## config.mk

```make
export PLATFORM = sky130hd
export DESIGN_NAME = tdm_demux4
export DESIGN_NICKNAME = d
export VERILOG_FILES = /design/src/rtl/tdm_pkg.sv /design/src/rtl/tdm_slot_ctr.sv /design/src/rtl/tdm_demux4.sv
export SDC_FILE = /design/constraint.sdc
export NUM_CORES = 1
export LEC_CHECK = 0
export ABC_AREA = 1
export CELL_PAD_IN_SITES_DETAIL_PLACEMENT = 1
export CELL_PAD_IN_SITES_GLOBAL_PLACEMENT = 1
export CORE_ASPECT_RATIO = 1.75
export CORE_UTILIZATION = 30
export DETAILED_ROUTE_END_ITERATION = 6
export PLACE_DENSITY_LB_ADDON = 0.05
export SLEW_MARGIN = 40
export SYNTH_ARGS = -nofsm -noshare
export SYNTH_HDL_FRONTEND = slang
export SYNTH_SLANG_ARGS = --single-unit
export TNS_END_PERCENT = 30
```

## constraint.sdc

```tcl
create_clock -name clk -period 3.1 [get_ports clk]
set_input_delay 0.62 -clock clk [delete_from_list [all_inputs] [get_ports clk]]
set_output_delay 0.62 -clock clk [all_outputs]
set_load 0.05 [all_outputs]
```

## src/rtl/tdm_pkg.sv

```systemverilog
`default_nettype none
// +--------------------------------------------------------------------+
// | tdm_pkg : shared types and constants for the TDM demultiplexer     |
// | Rev 1.0 : initial release                                          |
// +--------------------------------------------------------------------+
package tdm_pkg;

  localparam int         N_CH       = 4;
  localparam logic [7:0] ERRCNT_MAX = 8'hFF;

  typedef enum logic [0:0] {
    HUNT   = 1'b0,
    LOCKED = 1'b1
  } state_t;

endpackage
`default_nettype wire

```

## src/rtl/tdm_slot_ctr.sv

```systemverilog
`default_nettype none
// +--------------------------------------------------------------------+
// | tdm_slot_ctr : frame slot counter with load-to-1, increment, wrap  |
// | Rev 1.0 : initial release                                          |
// +--------------------------------------------------------------------+
module tdm_slot_ctr
  import tdm_pkg::*;
#(
  parameter int N     = N_CH,
  parameter int SEL_W = $clog2(N)
) (
  input  logic             clk,
  input  logic             rst_n,
  input  logic             load1,
  input  logic             inc,
  output logic [SEL_W-1:0] slot,
  output logic             last
);

  localparam logic [SEL_W-1:0] C_LAST = SEL_W'(N - 1);

  always_ff @(posedge clk or negedge rst_n) begin
    if (!rst_n) begin
      slot <= '0;
    end else if (load1) begin
      slot <= SEL_W'(1);
    end else if (inc) begin
      slot <= last ? '0 : slot + SEL_W'(1);
    end
  end

  assign last = (slot == C_LAST);

endmodule
`default_nettype wire

```

## src/rtl/tdm_demux4.sv

```systemverilog
`default_nettype none
// +--------------------------------------------------------------------+
// | tdm_demux4 : 4-slot TDM demultiplexer with sync-marker alignment   |
// | Optional error counter: define TDM_DEMUX_ERRCNT_EN                 |
// | Rev 1.0 : initial release                                          |
// +--------------------------------------------------------------------+
module tdm_demux4
  import tdm_pkg::*;
#(
  parameter int WIDTH = 8,
  parameter int N     = N_CH
) (
  input  logic             clk,
  input  logic             rst_n,
  input  logic [WIDTH-1:0] din,
  input  logic             din_valid,
  input  logic             sync,
  output logic [WIDTH-1:0] y [N],
  output logic             frame_valid,
  output logic             frame_err,
  output logic             locked
`ifdef TDM_DEMUX_ERRCNT_EN
  ,
  input  logic             err_clr,
  output logic [7:0]       err_count
`endif
);

  localparam int SEL_W = $clog2(N);

  state_t             r_state;
  state_t             w_state_nxt;
  logic [SEL_W-1:0]   w_slot;
  logic               w_last;
  logic               w_load1;
  logic               w_inc;
  logic               w_sh_we;
  logic [SEL_W-1:0]   w_sh_idx;
  logic               w_done;
  logic               w_err;
  logic [WIDTH-1:0]   r_sh [N-1];

  tdm_slot_ctr #(
    .N     (N),
    .SEL_W (SEL_W)
  ) u_slot_ctr (
    .clk   (clk),
    .rst_n (rst_n),
    .load1 (w_load1),
    .inc   (w_inc),
    .slot  (w_slot),
    .last  (w_last)
  );

  always_ff @(posedge clk or negedge rst_n) begin
    if (!rst_n) begin
      r_state <= HUNT;
    end else begin
      r_state <= w_state_nxt;
    end
  end

  always_comb begin
    w_state_nxt = r_state;
    w_load1     = 1'b0;
    w_inc       = 1'b0;
    w_sh_we     = 1'b0;
    w_sh_idx    = w_slot;
    w_done      = 1'b0;
    w_err       = 1'b0;
    if (din_valid) begin
      case (r_state)
        HUNT: begin
          if (sync) begin
            w_load1     = 1'b1;
            w_sh_we     = 1'b1;
            w_sh_idx    = '0;
            w_state_nxt = LOCKED;
          end
        end
        LOCKED: begin
          // A sync always restarts the frame; it is only an error when mid-frame.
          if (sync) begin
            w_err    = (w_slot != '0);
            w_load1  = 1'b1;
            w_sh_we  = 1'b1;
            w_sh_idx = '0;
          end else if (w_slot == '0) begin
            w_err       = 1'b1;
            w_state_nxt = HUNT;
          end else if (w_last) begin
            w_done = 1'b1;
            w_inc  = 1'b1;
          end else begin
            w_sh_we = 1'b1;
            w_inc   = 1'b1;
          end
        end
        default: w_state_nxt = HUNT;
      endcase
    end
  end

  always_ff @(posedge clk or negedge rst_n) begin
    if (!rst_n) begin
      frame_valid <= 1'b0;
      frame_err   <= 1'b0;
      for (int k = 0; k < N - 1; k++) r_sh[k] <= '0;
      for (int k = 0; k < N; k++)     y[k]    <= '0;
    end else begin
      frame_valid <= w_done;
      frame_err   <= w_err;
      for (int k = 0; k < N - 1; k++) begin
        if (w_sh_we && (w_sh_idx == SEL_W'(k))) r_sh[k] <= din;
      end
      // The last slot goes straight to y so the whole frame lands on one edge.
      if (w_done) begin
        for (int k = 0; k < N - 1; k++) y[k] <= r_sh[k];
        y[N-1] <= din;
      end
    end
  end

  assign locked = (r_state == LOCKED);

`ifdef TDM_DEMUX_ERRCNT_EN
  logic [7:0] r_err_count;

  always_ff @(posedge clk or negedge rst_n) begin
    if (!rst_n) begin
      r_err_count <= '0;
    end else if (err_clr) begin
      r_err_count <= '0;
    end else if (w_err && (r_err_count != ERRCNT_MAX)) begin
      r_err_count <= r_err_count + 8'd1;
    end
  end

  assign err_count = r_err_count;
`endif

endmodule
`default_nettype wire

```

# == After elaboration in Yosys (flattened, before gate mapping) ==
# Index checks and enable logic that the tools add are counted.
# op_classes
addsub,1
n_eq_ne,3
muxes,27
bitwise_logic,1
reduce_logical,7
# op_table
operator,count
$mux W1,20
$mux W2,5
$eq A2 B2 Y1 const B,2
$logic_not A2 Y1,2
$pmux W1 S2,2
$reduce_bool A2 Y1,2
$logic_and A1 B1 Y1,3
$add A2 B1 Y2 const B,1
$eq A2 B1 Y1 const B,1
$not A1 Y1,1
# totals
register_bits,61
output_inout_bits,35
word_cells,50

# == Longest topological paths before layout ==
# Gate-level depths: netlist of the first run.
# depth
depth_word,7
ltp_mapped,8
ltp_nobuf,8

# == By module ==
# A second synthesis of the first run with hierarchy kept.
# unflattened
cells_unflattened,270
area_unflattened_um2,2508.7
# modules_own_cells
mod,instances,cells_each,area_per_inst_um2
tdm_demux4,1,259,2407.3
tdm_slot_ctr,1,11,101.3

# == Least setup slack after synthesis of the first run ==
# OpenSTA, ideal clock, no wires.
# synth_timing
path_type,register to register
from,register u_slot_ctr.slot[0]
to,register r_sh[0] in the netlist's numbering
arrival_ps,1393
required_ps,2983
slack_ps,1590
stages_incl_launch_ff,8
path_buffers,0
synth_period_minus_slack_ps,1510
path_cell_list,dfrtp_1 -> inv_1 -> ha_1 -> nand3_1 -> nor2_2 -> nand2_2 -> nand2_1 -> nand2_1
# synth_via
elab_chain_cells,7
# synth_lines
item,line_no,text
from (decl),tdm_slot_ctr.sv:16,"output logic [SEL_W-1:0] slot,"
from (signal assigned),tdm_slot_ctr.sv:28,slot <= last ? '0 : slot + SEL_W'(1);
$eq A2 B2 Y1,tdm_slot_ctr.sv:32,assign last = (slot == C_LAST);
$mux W1,tdm_demux4.sv:91,end else if (w_last) begin
$mux W1,tdm_demux4.sv:88,end else if (w_slot == '0) begin
$mux W1,tdm_demux4.sv:83,if (sync) begin
$pmux W1 S2,tdm_demux4.sv:72,case (r_state)
$mux W1,tdm_demux4.sv:71,if (din_valid) begin
$logic_and A1 B1 Y1 (*),tdm_demux4.sv:114,if (w_sh_we && (w_sh_idx == SEL_W'(k))) r_sh[k] <= din;
"to (signal, indexed assignment)",tdm_demux4.sv:114,
to (decl),tdm_demux4.sv:41,logic [WIDTH-1:0] r_sh [N-1];
# Every way passes the cells marked *; elsewhere a longest branch is shown, timed or not.
# A chain may end at the register's enable or synchronous reset.

# == Final worst setup path of the first run ==
# layout_timing
from,"register r_state, in the netlist locked"
to,output locked
# layout_lines
item,line_no,text
from (decl),tdm_demux4.sv:31,state_t r_state;
from (signal assigned),tdm_demux4.sv:59,r_state <= w_state_nxt;
to (decl),tdm_demux4.sv:21,output logic locked
# No word-level cell between the ends.

==> metrics.txt, run 1 <==
outcome=completed; Crit path buffers/inverters=1; worst path required time=2.48 ns; HP Class=in -> async; Initial Util=31.25%; Cell Pwr Density=around 1200 nW/um^2; Area contributors post-synth=dfrtp_1 61%, nand2_1 22%, nand3_1 5.2%; worst path arrival time=1.59 ns; Final Hold Viols=0; max-slew violation count=0; cts bufs inserted=9; Overflow after GRT=0; Comb pwr share=43.4%; CP max stage cell=clkdlybuf4s50_1; clock-pin slew on the worst setup and hold paths=0.05 ns; CP max stage delay=0.83 ns; crit start category=register; H-tree depth=3; RSZ-0062 raised after global routing=false; Flop pwr share=approximately 34%; clk sinks=61; Setup violations, final=0; Syn Std Cell Area=2489 sq um; Peak VDD IR=513.4 uV; detailed placer's ending HPWL=4407 microns; Clk Latency, worst-skew pair=0.33 ns; FF-to-FF Start=u_slot_ctr.slot[0]; # hold bufs at CTS=0; Pint=2.235 mW; wire per inst=15.33 microns; DRC=0; top-count cell post-synth=nand2_1; fin nets=~350; area share of the largest cell type after synthesis=61.34%; WHS=0.1874 ns; DP Worst Slack=0.7995 ns; crit path capture type=output port; pin slew with the least headroom to its limit=~0.58 ns; worst r2r dst=r_sh[1]; Clock Skews=0.004586 ns; syn nets=293; max_cap viols=0; cell depth of the worst flop-to-flop path=7; register area share after synthesis=between 60 and 70%; setup_tns=0 ns; share of cells above drive strength 1=around 8.7%; vias in the first global route=2033; initial detailed-routing violation count=94; Pleak=~1.7 nW; Max Freq=about 450 MHz; Warnings, synthesis=0; Detailed Route WL=6486 microns; Seq cells post-synth=a little over 60; global-route wire length before repair=10740 microns; pin count of the biggest net entering global routing=34; Die Width=between 70 and 80 microns; ANT cells=0; Mean Syn Cell Area=roughly 9 sq um; overall routing resource usage=16.99%; initial antenna violation count=0; Root Driver=clkbuf_16; FFs w/ async S/R, synth=between 90% and 100%; Std-Cell Core Area=7963 sq um; row count=43; max_slew headroom=61.28%; vias=1950; # port buffers=between 40 and 50; Placer Congestion=about 0.73; CP max FO=4; Mapped Cells=276; Net Sw Frac=43.05%; drt pass-1 iters=6; Max clock buf depth=2; CP top delay family=buffers and inverters; Vias/cell=4.610; post-synthesis cell type count=16; fin crit period=about 2.2 ns; PnR worst setup slack=0.8899 ns; Syn-to-layout area delta=32.53%; clock network fraction of total power=22.4%; NetSw=1.690 mW; die height=about 120 microns; Setup Crit Path Kind=reg -> out; flop-to-flop setup slack=1.33 ns; Setup Buffers After CTS=0; Primary FF master, synth=dfrtp_1; post_cts resized=0; Post-DRT Antenna Nets=0; number of synthesized flops with an enable pin=0; post-route clock period utilization=a little under three quarters; CTS tree=built; Ports=47; die area=8678 sq um; CP Cell Sequence=clkdlybuf4s50_1; area leader, netlist=dfrtp_1; top cells by count, synth=147 x nand2_1, 61 x dfrtp_1, 26 x nand3_1
-- kinds of logic (layout without fill, tap and decap cells) --
| kind of cell | Yosys count | in the layout | synth area share (%) |
|---|---|---|---|
| AOI/OAI and AO/OA | 5 | 5 | 1.005 |
| adders and majority gates | 5 | 5 | 2.514 |
| buffers and inverters | 18 | 75 | 3.318 |
| DFF | 61 | 61 | 61.34 |
| and+or+nand+nor | 187 | 187 | 31.83 |
-- worst max path at each step --
stage / startpoint / end / slack (ns) / cells past startpoint
after CTS: locked / locked / 0.86 / 1
after floorplan: u_slot_ctr.slot[0] / r_sh[0] / 1.59 / 7
after global routing: locked / locked / 0.86 / 1
final: locked / locked / 0.89 / 1
after detailed placement: din_valid / y[31] / 0.80 / 7
after global placement: din_valid / r_sh[1] / 0.83 / 7
-- state kept, by name, indices dropped and copies added, names as in the netlist --
name             cells
r_sh                24
frame_err            1
y                   32
u_slot_ctr.slot      2
frame_valid          1
locked               1
-- per-stage QoR --
step           instances  util (%)  area, sq um  power, mW
4_1_cts              423     41.42         3298      3.981
3_3_place_gp         408     38.15         3038      3.051
3_5_place_dp         408     38.15         3038      3.077
5_1_grt              423     41.42         3298      4.165
6_report             423     41.42         3298      3.925
2_1_floorplan        276         -         2489      2.486
-- cell usage in the layout, fill, tap and decap left out, drive strengths merged --
cell type / Yosys / layout
clkbuf: 1 / 13
clkinv: 0 / 2
dfrtp: 61 / 61
o21ai: 5 / 5
clkdlybuf4s50: 0 / 45
nand2: 153 / 153
inv: 11 / 11
nand3: 27 / 27
buf: 6 / 4
nor2: 7 / 7
ha: 5 / 5
-- power groups by stage --
| stage | logic, mW | registers, mW | clock network, mW |
|---|---|---|---|
| floorplan | 0.502 | 1.98 | 0 |
| global placement | 1.70 | 1.35 | 0 |
| detailed placement | 1.72 | 1.36 | 0 |
| CTS | 1.73 | 1.35 | 0.901 |
| global route | 1.83 | 1.40 | 0.934 |
| finish | 1.70 | 1.34 | 0.878 |
-- per-layer routing --
layer,vias to the layer above,share of wire (%),track usage (%)
met2,42,53,29.75
met4,0,1.6,8.625
met1,936,43,19.33
met5,-,0,0
li1,965,-,-
met3,7,3.0,3.695
-- final cells by class --
class,count,area [sq um]
Inverter,11,41.29
Sequential cell,61,1526
Fill cell,935,4664
Timing Repair Buffer,49,478.0
Multi-Input combinational cell,197,879.6
Clock buffer,13,250.2
Tap cell,90,112.6
Clock inverter,2,10.01
Power figures use the tool's default switching activity.
==> run 2, diff against run 1 <==
==> constraint.sdc (replaced) <==
create_clock -name clk -period 2.28 [get_ports clk]
set_input_delay 0.456 -clock clk [delete_from_list [all_inputs] [get_ports clk]]
set_output_delay 0.456 -clock clk [all_outputs]
set_load 0.05 [all_outputs]
==> run 2 against run 1 <==
Net effect: worst hold slack lost 0.079 ns; count of clock-buffer cells in the layout grew 1; die area is the same; first-iteration DRC count shrank 57%; power grew 39%; worst setup slack lost 0.65 ns; global-route usage grew 0.13 points.
==> metrics.txt, run 2 (synthesis gave the netlist of run 1 again) <==
outcome=completed (unchanged); Most flops, register=y (unchanged); CP max stage delay=0.83 ns (about the same); Syn-to-layout area delta=35.50% (was 32.53%); Ports=47 (unchanged); Setup Crit Path Kind=reg -> out (unchanged); fin crit period=2.038 ns; worst path required time=1.82 ns (was 2.48 ns); Vias/cell=4.632 (was 4.610); share of cells above drive strength 1=10.09% (was 8.709%); Regs by FF count=y (32), r_sh (24), u_slot_ctr.slot (2) (unchanged); pin slew with the least headroom to its limit=0.5516 ns (was 0.5800 ns); Setup violations, final=0 (unchanged); total power=5.443 mW (was 3.925 mW); HP Class=in -> async (unchanged); Die Width=70.85 microns (unchanged); Pleak=1.763 nW (was 1.727 nW); clk sinks=61 (unchanged); clock-pin slew on the worst setup and hold paths=0.05 ns (about the same); most common cell after layout, fill and taps aside=nand2_1 (unchanged); Overflow after GRT=0 (unchanged); Critical Path Stages=1 (unchanged); Crit path buffers/inverters=1 (unchanged); # port buffers=46 (unchanged); drt pass-1 iters=6 (unchanged); post-route clock period utilization=89.40%; dpl cell area=3093 sq um (was 3038 sq um); CP top delay family=buffers and inverters (unchanged); max-slew violation count=0 (unchanged); ANT cells=0 (unchanged); Largest register FFs=32 (unchanged); Root Driver=clkbuf_16 (unchanged); max_slew headroom=63.22% (was 61.28%); crit path capture type=output port (unchanged); fin nets=350 (was 346); H-tree depth=3 (unchanged); max_cap viols=0 (unchanged); die area=8678 sq um (unchanged); crit start category=register (unchanged); global-route wire length before repair=10630 microns (was 10740 microns); post_cts resized=0 (unchanged); met2 WL=3340 microns (was 3418 microns); die height=122.5 microns (unchanged); setup_tns=0 ns (unchanged); detailed placer's ending HPWL=4380 microns (was 4407 microns); CTS tree=built (unchanged); Clock Skews=0.004798 ns (was 0.004586 ns); cell depth of the worst flop-to-flop path=8 (was 7); # hold bufs at CTS=0 (unchanged); CP Cell Sequence=clkdlybuf4s50_1 (unchanged); Max Freq=between 400 and 500 MHz; Placer Congestion=0.7161 (was 0.7313); overall routing resource usage=17.12% (was 16.99%); Peak VDD IR=558.2 uV (was 513.4 uV); Final Hold Viols=0 (unchanged); Met3 Wirelength=182 microns (was 195 microns); initial antenna violation count=0 (unchanged); Top Layer Used=met4 (unchanged); pin count of the biggest net entering global routing=42 (was 34); Max clock buf depth=2 (unchanged); Post-DRT Antenna Nets=0 (unchanged); utilization after layout=42.35% (was 41.42%); met1 WL=2845 microns (was 2766 microns); post-route cell area=3372 sq um (was 3298 sq um); worst r2r dst=r_sh[19] (was r_sh[1]); critical path endpoint=locked (unchanged); Initial Util=31.25% (unchanged); cts bufs inserted=9 (unchanged); crit path launch=locked (unchanged); Cell Pwr Density=1614 nW/um^2 (was 1190 nW/um^2); worst path arrival time=1.58 ns (was 1.59 ns); Setup Buffers After CTS=0 (unchanged); CP max FO=4 (unchanged); DRC=0 (unchanged); Detailed Route WL=6496 microns (was 6486 microns); wire per inst=15.21 microns (was 15.33 microns); FF-to-FF Start=u_slot_ctr.slot[0] (unchanged); flop-to-flop setup slack=0.56 ns (was 1.33 ns); initial detailed-routing violation count=40 (was 94); most frequent cells in the layout=147 x nand2_1, 61 x dfrtp_1, 45 x clkdlybuf4s50_1 (unchanged); vias=1978 (was 1950); vias in the first global route=2065 (was 2033); RSZ-0062 raised after global routing=false (unchanged); row count=43 (unchanged); CP max stage cell=clkdlybuf4s50_1 (unchanged); Std-Cell Core Area=7963 sq um (unchanged); Clk Latency, worst-skew pair=0.33 ns (about the same)
-- run 2: cell types whose count changed in the layout (fill, tap and decap cells not counted) --
cell,delta
clkbuf_1,-1
buf_12,+2
buf_4,+2
clkbuf_8,+2
clkinv_2,-1
-- run 2: worst min-delay path by stage --
stage / from / endpoint / slack [ns]
6_report: rst_n / frame_valid / 0.11
5_1_grt: rst_n / y[26] / 0.14
4_1_cts: rst_n / frame_valid / 0.13
3_5_place_dp: r_sh[13] / r_sh[13] / 0.46
3_3_place_gp: r_sh[7] / y[15] / 0.45
2_1_floorplan: rst_n / frame_err / 0.16
-- run 2: final cells by class --
class | instances | area (sq um)
Clock buffer | 14 | 274.0
Clock inverter | 1 | 5.005
Fill cell | 950 | 4591
Inverter | 11 | 41.29
Multi-Input combinational cell | 197 | 879.6
Sequential cell | 61 | 1526
Tap cell | 90 | 112.6
Timing Repair Buffer | 53 | 533.0
-- run 2: power breakdown --
part / leakage (nW) / total [mW] / internal [mW] / switching (mW)
sequential: 0.790 / 1.82 / 1.55 / 0.276
clock: 0.139 / 1.28 / 0.816 / 0.460
combinational: 0.835 / 2.34 / 0.762 / 1.58
total: 1.76 / 5.44 / 3.13 / 2.32
-- run 2: layer usage --
metal	up-vias	track usage (%)
met2	42	28.13
met5	-	0
met4	0	7.875
li1	974	-
met3	9	5.008
met1	953	20.61
-- run 2: through the flow --
stage                     worst slack, ns  cells  hold slack (ns)
after floorplan                    0.7705    276           0.1604
after global placement             0.4084    412           0.4533
after detailed placement           0.3849    412           0.4620
after CTS                          0.2152    427           0.1261
after global routing               0.1994    427           0.1446
final                              0.2416    427           0.1088
